--- src/rtl/gpu_pkg.sv ---
// Shared GPU datapath constants used by the memory stage, the read buffer and
// the FMA lanes.
// Ports: none (package).
package gpu_pkg;

    localparam int unsigned FMA_COUNT      = 2;
    localparam int unsigned WORD_WIDTH     = 16;
    localparam int unsigned WORDS_PER_LINE = FMA_COUNT * 3;
    localparam int unsigned LINE_WIDTH     = WORDS_PER_LINE * WORD_WIDTH;
    localparam int unsigned READ_BUF_DEPTH = 4;

    // LSB position of word k inside a line; word 0 is the most significant word.
    function automatic int unsigned word_lsb(input int unsigned line_w,
                                             input int unsigned word_w,
                                             input int unsigned k);
        return line_w - (k + 1) * word_w;
    endfunction

endpackage

--- src/rtl/fma_read_buffer_if.sv ---
// Bus between the memory stage / FMA lanes and the FMA read buffer.
// Signals:
//   abc_in, abc_valid_in    line from memory and its single-cycle strobe
//   flush_in                synchronous discard of all buffered lines
//   a_out, b_out, c_out     per-lane operands of the head line
//   fma_valid_out           head line is presented
//   fma_ready_in            all FMA lanes ready (lockstep consume)
//   count_out, empty_out,
//   full_out, overflow_out  occupancy and sticky drop status
// Modports: master = memory/FMA side, slave = the buffer.
interface fma_read_buffer_if #(
    parameter int unsigned FMA_COUNT  = gpu_pkg::FMA_COUNT,
    parameter int unsigned WORD_WIDTH = gpu_pkg::WORD_WIDTH,
    parameter int unsigned LINE_WIDTH = FMA_COUNT * 3 * WORD_WIDTH,
    parameter int unsigned DEPTH      = gpu_pkg::READ_BUF_DEPTH
);

    localparam int unsigned LANE_WIDTH = FMA_COUNT * WORD_WIDTH;
    localparam int unsigned CNT_WIDTH  = $clog2(DEPTH + 1);

    logic [LINE_WIDTH-1:0] abc_in;
    logic                  abc_valid_in;
    logic                  flush_in;
    logic [LANE_WIDTH-1:0] a_out;
    logic [LANE_WIDTH-1:0] b_out;
    logic [LANE_WIDTH-1:0] c_out;
    logic                  fma_valid_out;
    logic                  fma_ready_in;
    logic [CNT_WIDTH-1:0]  count_out;
    logic                  empty_out;
    logic                  full_out;
    logic                  overflow_out;

    modport master (
        output abc_in, abc_valid_in, flush_in, fma_ready_in,
        input  a_out, b_out, c_out, fma_valid_out,
               count_out, empty_out, full_out, overflow_out
    );

    modport slave (
        input  abc_in, abc_valid_in, flush_in, fma_ready_in,
        output a_out, b_out, c_out, fma_valid_out,
               count_out, empty_out, full_out, overflow_out
    );

endinterface

--- src/rtl/line_fifo.sv ---
// Circular line storage with read/write pointers and occupancy count.
// The head entry is presented combinationally (show-ahead); a write is
// accepted when there is room or when a read frees a slot in the same cycle.
// Ports:
//   clk_in, rst_in (async, active-high), flush_in (sync discard)
//   wr_valid_in, wr_data_in      write request
//   rd_ready_in                  consumer ready
//   rd_valid_c, rd_data_c        head entry (combinational)
//   push_c, pop_c                accepted write / read this cycle
//   count_out, empty_out, full_out occupancy
module line_fifo #(
    parameter int unsigned WIDTH = 96,
    parameter int unsigned DEPTH = 4
) (
    input  logic                       clk_in,
    input  logic                       rst_in,
    input  logic                       flush_in,
    input  logic                       wr_valid_in,
    input  logic [WIDTH-1:0]           wr_data_in,
    input  logic                       rd_ready_in,
    output logic                       rd_valid_c,
    output logic [WIDTH-1:0]           rd_data_c,
    output logic                       push_c,
    output logic                       pop_c,
    output logic [$clog2(DEPTH+1)-1:0] count_out,
    output logic                       empty_out,
    output logic                       full_out
);

    localparam int unsigned PTR_W = $clog2(DEPTH);
    localparam int unsigned CNT_W = $clog2(DEPTH + 1);
    localparam logic [CNT_W-1:0] CNT_MAX = CNT_W'(DEPTH);

    logic [WIDTH-1:0] mem [DEPTH];
    logic [PTR_W-1:0] wr_ptr;
    logic [PTR_W-1:0] rd_ptr;
    logic [CNT_W-1:0] count;

    assign rd_valid_c = (count != '0);
    assign pop_c      = rd_valid_c & rd_ready_in;
    // A full buffer still accepts a line when the head leaves in the same cycle.
    assign push_c     = wr_valid_in & ((count != CNT_MAX) | pop_c);
    assign rd_data_c  = mem[rd_ptr];
    assign count_out  = count;
    assign empty_out  = (count == '0);
    assign full_out   = (count == CNT_MAX);

    // Pointer and occupancy update; flush wins over push/pop.
    always_ff @(posedge clk_in or posedge rst_in) begin
        if (rst_in) begin
            wr_ptr <= '0;
            rd_ptr <= '0;
            count  <= '0;
        end else if (flush_in) begin
            wr_ptr <= '0;
            rd_ptr <= '0;
            count  <= '0;
        end else begin
            // DEPTH is a power of two, so pointers wrap naturally.
            if (push_c) wr_ptr <= wr_ptr + PTR_W'(1);
            if (pop_c)  rd_ptr <= rd_ptr + PTR_W'(1);
            if (push_c && !pop_c)      count <= count + CNT_W'(1);
            else if (pop_c && !push_c) count <= count - CNT_W'(1);
        end
    end

    // Storage array; contents need no reset since count gates visibility.
    always_ff @(posedge clk_in) begin
        if (push_c && !flush_in) mem[wr_ptr] <= wr_data_in;
    end

endmodule

--- src/rtl/fma_read_buffer.sv ---
// Read buffer between the memory stage and the FMA lanes. Buffers whole
// lines, unpacks the head line into per-lane a/b/c operands and records a
// sticky overflow when a line arrives with no room for it.
// Ports:
//   clk_in   clock
//   rst_in   asynchronous active-high reset
//   bus      fma_read_buffer_if.slave (line input, lane outputs, status)
module fma_read_buffer #(
    parameter int unsigned FMA_COUNT  = gpu_pkg::FMA_COUNT,
    parameter int unsigned WORD_WIDTH = gpu_pkg::WORD_WIDTH,
    parameter int unsigned LINE_WIDTH = FMA_COUNT * 3 * WORD_WIDTH,
    parameter int unsigned DEPTH      = gpu_pkg::READ_BUF_DEPTH
) (
    input  logic             clk_in,
    input  logic             rst_in,
    fma_read_buffer_if.slave bus
);

    localparam int unsigned LANE_WIDTH = FMA_COUNT * WORD_WIDTH;

    logic [LINE_WIDTH-1:0] head_c;
    logic [LANE_WIDTH-1:0] a_c;
    logic [LANE_WIDTH-1:0] b_c;
    logic [LANE_WIDTH-1:0] c_c;
    logic                  head_valid_c;
    logic                  push_c;
    logic                  pop_c;
    logic                  full_c;
    logic                  drop_c;
    logic                  overflow;

    line_fifo #(
        .WIDTH (LINE_WIDTH),
        .DEPTH (DEPTH)
    ) u_line_fifo (
        .clk_in      (clk_in),
        .rst_in      (rst_in),
        .flush_in    (bus.flush_in),
        .wr_valid_in (bus.abc_valid_in),
        .wr_data_in  (bus.abc_in),
        .rd_ready_in (bus.fma_ready_in),
        .rd_valid_c  (head_valid_c),
        .rd_data_c   (head_c),
        .push_c      (push_c),
        .pop_c       (pop_c),
        .count_out   (bus.count_out),
        .empty_out   (bus.empty_out),
        .full_out    (full_c)
    );

    // Lane g takes words 3g, 3g+1, 3g+2 as a, b, c.
    for (genvar g = 0; g < FMA_COUNT; g++) begin : g_lane
        localparam int unsigned A_LSB = gpu_pkg::word_lsb(LINE_WIDTH, WORD_WIDTH, 3 * g);
        localparam int unsigned B_LSB = gpu_pkg::word_lsb(LINE_WIDTH, WORD_WIDTH, 3 * g + 1);
        localparam int unsigned C_LSB = gpu_pkg::word_lsb(LINE_WIDTH, WORD_WIDTH, 3 * g + 2);
        assign a_c[g*WORD_WIDTH +: WORD_WIDTH] = head_c[A_LSB +: WORD_WIDTH];
        assign b_c[g*WORD_WIDTH +: WORD_WIDTH] = head_c[B_LSB +: WORD_WIDTH];
        assign c_c[g*WORD_WIDTH +: WORD_WIDTH] = head_c[C_LSB +: WORD_WIDTH];
    end

    // A strobed line that the fifo did not take is lost; memory cannot stall.
    assign drop_c = bus.abc_valid_in & ~push_c;

    // Sticky overflow; only reset clears it, flush leaves it alone.
    always_ff @(posedge clk_in or posedge rst_in) begin
        if (rst_in)      overflow <= 1'b0;
        else if (drop_c) overflow <= 1'b1;
    end

    assign bus.a_out         = a_c;
    assign bus.b_out         = b_c;
    assign bus.c_out         = c_c;
    assign bus.fma_valid_out = head_valid_c;
    assign bus.full_out      = full_c;
    assign bus.overflow_out  = overflow;

    // pop_c is consumed inside the fifo; kept visible here for debug probes.
    logic unused_pop;
    assign unused_pop = pop_c;

endmodule

--- src/flat_wrapper.sv ---
// flat-port wrapper written by rule: the top's interface ports become plain ports
module fma_read_buffer_flat 
#(
    parameter int unsigned FMA_COUNT  = gpu_pkg::FMA_COUNT,
    parameter int unsigned WORD_WIDTH = gpu_pkg::WORD_WIDTH,
    parameter int unsigned LINE_WIDTH = FMA_COUNT * 3 * WORD_WIDTH,
    parameter int unsigned DEPTH      = gpu_pkg::READ_BUF_DEPTH
)
  (clk_in, rst_in, bus_abc_in, bus_abc_valid_in, bus_flush_in, bus_fma_ready_in, bus_a_out, bus_b_out, bus_c_out, bus_fma_valid_out, bus_count_out, bus_empty_out, bus_full_out, bus_overflow_out);
  fma_read_buffer_if #(.FMA_COUNT(FMA_COUNT), .WORD_WIDTH(WORD_WIDTH), .LINE_WIDTH(LINE_WIDTH), .DEPTH(DEPTH)) bus_i ();
  input  logic clk_in;
  input  logic rst_in;
  input wire logic [$bits(bus_i.abc_in)-1:0] bus_abc_in;
  input wire logic [$bits(bus_i.abc_valid_in)-1:0] bus_abc_valid_in;
  input wire logic [$bits(bus_i.flush_in)-1:0] bus_flush_in;
  input wire logic [$bits(bus_i.fma_ready_in)-1:0] bus_fma_ready_in;
  output wire logic [$bits(bus_i.a_out)-1:0] bus_a_out;
  output wire logic [$bits(bus_i.b_out)-1:0] bus_b_out;
  output wire logic [$bits(bus_i.c_out)-1:0] bus_c_out;
  output wire logic [$bits(bus_i.fma_valid_out)-1:0] bus_fma_valid_out;
  output wire logic [$bits(bus_i.count_out)-1:0] bus_count_out;
  output wire logic [$bits(bus_i.empty_out)-1:0] bus_empty_out;
  output wire logic [$bits(bus_i.full_out)-1:0] bus_full_out;
  output wire logic [$bits(bus_i.overflow_out)-1:0] bus_overflow_out;
  assign bus_i.abc_in = bus_abc_in;
  assign bus_i.abc_valid_in = bus_abc_valid_in;
  assign bus_i.flush_in = bus_flush_in;
  assign bus_i.fma_ready_in = bus_fma_ready_in;
  assign bus_a_out = bus_i.a_out;
  assign bus_b_out = bus_i.b_out;
  assign bus_c_out = bus_i.c_out;
  assign bus_fma_valid_out = bus_i.fma_valid_out;
  assign bus_count_out = bus_i.count_out;
  assign bus_empty_out = bus_i.empty_out;
  assign bus_full_out = bus_i.full_out;
  assign bus_overflow_out = bus_i.overflow_out;
  fma_read_buffer #(.FMA_COUNT(FMA_COUNT), .WORD_WIDTH(WORD_WIDTH), .LINE_WIDTH(LINE_WIDTH), .DEPTH(DEPTH)) u_core (.clk_in(clk_in), .rst_in(rst_in), .bus(bus_i));
endmodule
--- config.mk ---
export PLATFORM = sky130hd
export DESIGN_NAME = fma_read_buffer_flat
export DESIGN_NICKNAME = d
export VERILOG_FILES = /design/src/rtl/gpu_pkg.sv /design/src/rtl/fma_read_buffer_if.sv /design/src/rtl/line_fifo.sv /design/src/rtl/fma_read_buffer.sv /design/src/flat_wrapper.sv
export SDC_FILE = /design/constraint.sdc
export NUM_CORES = 1
export LEC_CHECK = 0
export ABC_AREA = 1
export CORE_MARGIN = 2
export CORE_UTILIZATION = 49
export CTS_CLUSTER_DIAMETER = 200
export DETAILED_ROUTE_END_ITERATION = 12
export GPL_ROUTABILITY_DRIVEN = 1
export PLACE_DENSITY = 0.77
export SLEW_MARGIN = 10
export SYNTH_ARGS = -nofsm -noshare
export SYNTH_HDL_FRONTEND = slang
export SYNTH_HIERARCHICAL = 1
export SYNTH_SLANG_ARGS = --single-unit
--- constraint.sdc ---
create_clock -name clk_in -period 5.96 [get_ports clk_in]
set_clock_uncertainty 0.1 [all_clocks]
set_input_delay 1.192 -clock clk_in [delete_from_list [all_inputs] [get_ports clk_in]]
set_output_delay 1.192 -clock clk_in [all_outputs]
set_load 0.005 [all_outputs]
==> impl_metrics.tcl <==
set metrics [dict create \
    status "finished clean" \
    ant_nets 0 \
    crit_type "flop to primary output" \
    final_hold_viol_count 0 \
    rsz0062_at_grt "no" \
    required_ps 4670 \
    synth_top_area_share_pct 77.79 \
    end_kind "primary output" \
    num_rows 63 \
    relSlewSlack_pct 29.98 \
    grtUsageTotal_pct 19.94 \
    cts-htree-levels 2 \
    num_io_pins 204 \
    layout_common_cells "edfxtp_1, clkdlybuf4s50_1, nor2_1" \
    post-route-period-util_pct 80.42 \
    synth_area_leaders "edfxtp_1, nor2_1, o22ai_1" \
    postSynthCellCount 1006 \
    die_w_um 177.9 \
    async_reset_ff_share_pct 2.041 \
    hp-class "flop to flop" \
    die_h_um 177.9 \
    register_area_mm2 0.01174 \
    synth_edf_count 384 \
    fillers 2197 \
    netlist_area_mm2 0.01482 \
    core_area_mm2 0.02972 \
    grt_pass1_wl_mm 48.05 \
    yosys.cell_types.count 28 \
    synth-seq-cells 392 \
    drc 0 \
    hold-worst-slack_ps 389.9 \
    start_kind "flop" \
    multi_input_area_mm2 0.002600 \
    vias 8931 \
    synth_area_per_cell_um2 14.73 \
    cts-root-buf "clkbuf_16" \
    detailed_place_hpwl_mm 18.09 \
    fmax_mhz 208.6 \
    finalSetupTns_ps 0 \
    leakage_nw 6.029 \
    grt_max_degree 97 \
    finalNetCount 1309 \
    start_util_pct 49.88 \
    cellPowerDensity_mw_per_mm2 402.6 \
    layout_min_cycle_time_ps 4793 \
    cts_hold_buf 0 \
    dp_cells 1552 \
    cts_inserted_buffers 39 \
    post_cts_buffers 0 \
    first_pass_iters 5 \
    cts_buffer_depth 3 \
    vias_per_cell 5.520 \
    finalMaxSlewViolations 0 \
    cts_sinks 392 \
    dieArea_mm2 0.03166 \
    clk_pin_slew_ps 60 \
    yosys_most_used_dff "edfxtp_1" \
    drive_gt1_share_pct 6.449 \
    tightest_slew_ps 1050 \
    clock_latency_ps 510 \
    wire_per_inst_um 19.71 \
    routed_wl_mm 31.88 \
    design_area_mm2 0.01820 \
    yosysSeqAreaShare_pct 79.14 \
    worst-path-max-fanout 90 \
    synthToLayoutAreaGrowth_pct 22.77 \
    port_buffers 203 \
    final_cells 1618 \
    gr-total-overflow 0 \
    layout_commonest_cell "edfxtp_1" \
    routabilityCongestion 0.7618 \
    setup-violations-final 0 \
    cts_tree "done" \
    synth_top_area_cell "edfxtp_1" \
    final_util_pct 61.24 \
    synth_warnings 6 \
    drv_cap 0 \
    postCtsResizedCells 0 \
    crit_arrival_ps 3500 \
    grt_pass1_vias 8658 \
    first_iter_violations 973 \
    antenna_found_initial 3 \
    placed_area_mm2 0.01708 \
    synth_fp_nets 1112 \
    ir_worst_vdd_v 0.0002457 \
]
path summary, 6_finish.rpt:
check / to / start / cells after the start / slack (ps)
setup reg to reg: u_core/u_line_fifo/mem[0][10]$_DFFE_PP_ / u_core/u_line_fifo/count_out[1]$_DFFE_PP0P_ / 9 / 3000
hold reg to reg: u_core/bus.overflow_out$_DFFE_PP0P_ / u_core/bus.overflow_out$_DFFE_PP0P_ / 2 / 390
hold / removal: u_core/bus.overflow_out$_DFFE_PP0P_ / u_core/bus.overflow_out$_DFFE_PP0P_ / 2 / 390
max in group asynchronous: u_core/u_line_fifo/rd_ptr[0]$_DFFE_PP0P_ / rst_in / 2 / 4640
setup / recovery: bus_b_out[18] / u_core/u_line_fifo/rd_ptr[0]$_DFFE_PP0P_ / 5 / 1170
min in group asynchronous: u_core/bus.overflow_out$_DFFE_PP0P_ / rst_in / 2 / 770
per-layer routing:
layer,wire length [µm],global-route usage [%],vias to the layer above
met4,819,6.796,2
li1,-,-,4167
met2,15490,32.38,348
met5,16,0,-
met3,2796,5.184,54
met1,12760,26.26,4360
power by group:
group	total [mW]	switching, mW	leakage (nW)	internal (mW)
logic	1.86	0.989	1.90	0.867
clock network	2.17	0.940	0.544	1.23
registers	3.30	0.0922	3.58	3.21
per-stage QoR:
step / power [mW] / setup slack [ps]
5_1_grt: 7.669 / 918.7
4_1_cts: 7.389 / 1157
6_report: 7.327 / 1167
2_1_floorplan: 4.301 / -232.9
3_5_place_dp: 5.221 / 1731
3_3_place_gp: 5.182 / 1774
cell type report:
class	count	area share, %
inverter	25	0.5501
timing repair buffer	218	11.85
tap	390	2.682
clock inverter	17	0.5844
sequential	392	64.49
clock buffer	46	5.507
antenna	3	0.04125
multi-input combinational	527	14.29
worst max-delay path, stage by stage (launching register included):
cell,delay [ps]
dfrtp_4,750
inv_6,640
buf_4,530
o21ai_0,160
o22ai_1,290
clkdlybuf4s50_1,590
cell usage after synthesis, types with 8 or more instances:
| cell type | n |
|---|---|
| o21ai_1 | 83 |
| nor2_1 | 198 |
| buf_6 | 21 |
| clkbuf_1 | 17 |
| inv_1 | 21 |
| dfrtp_1 | 8 |
| o22ai_1 | 96 |
| nand2_1 | 19 |
| edfxtp_1 | 384 |
| o21ai_0 | 111 |
| buf_2 | 17 |
state kept, by name (all words and copies together), names as in the netlist:
register / flops
u_core/bus.overflow_out: 1
u_core/u_line_fifo/rd_ptr: 2
u_core/u_line_fifo/count_out: 3
u_core/u_line_fifo/wr_ptr: 2
u_core/u_line_fifo/mem: 384
cells by family after synthesis:
kind of cell / Yosys count / synth area share (%)
buf+inv: 87 / 3.520
simple gates: 230 / 6.145
flops: 392 / 79.14
fa+ha+maj: 5 / 0.4727
xor+xnor: 1 / 0.05910
compound gates: 291 / 10.66
(Power assumes the default switching activity.)
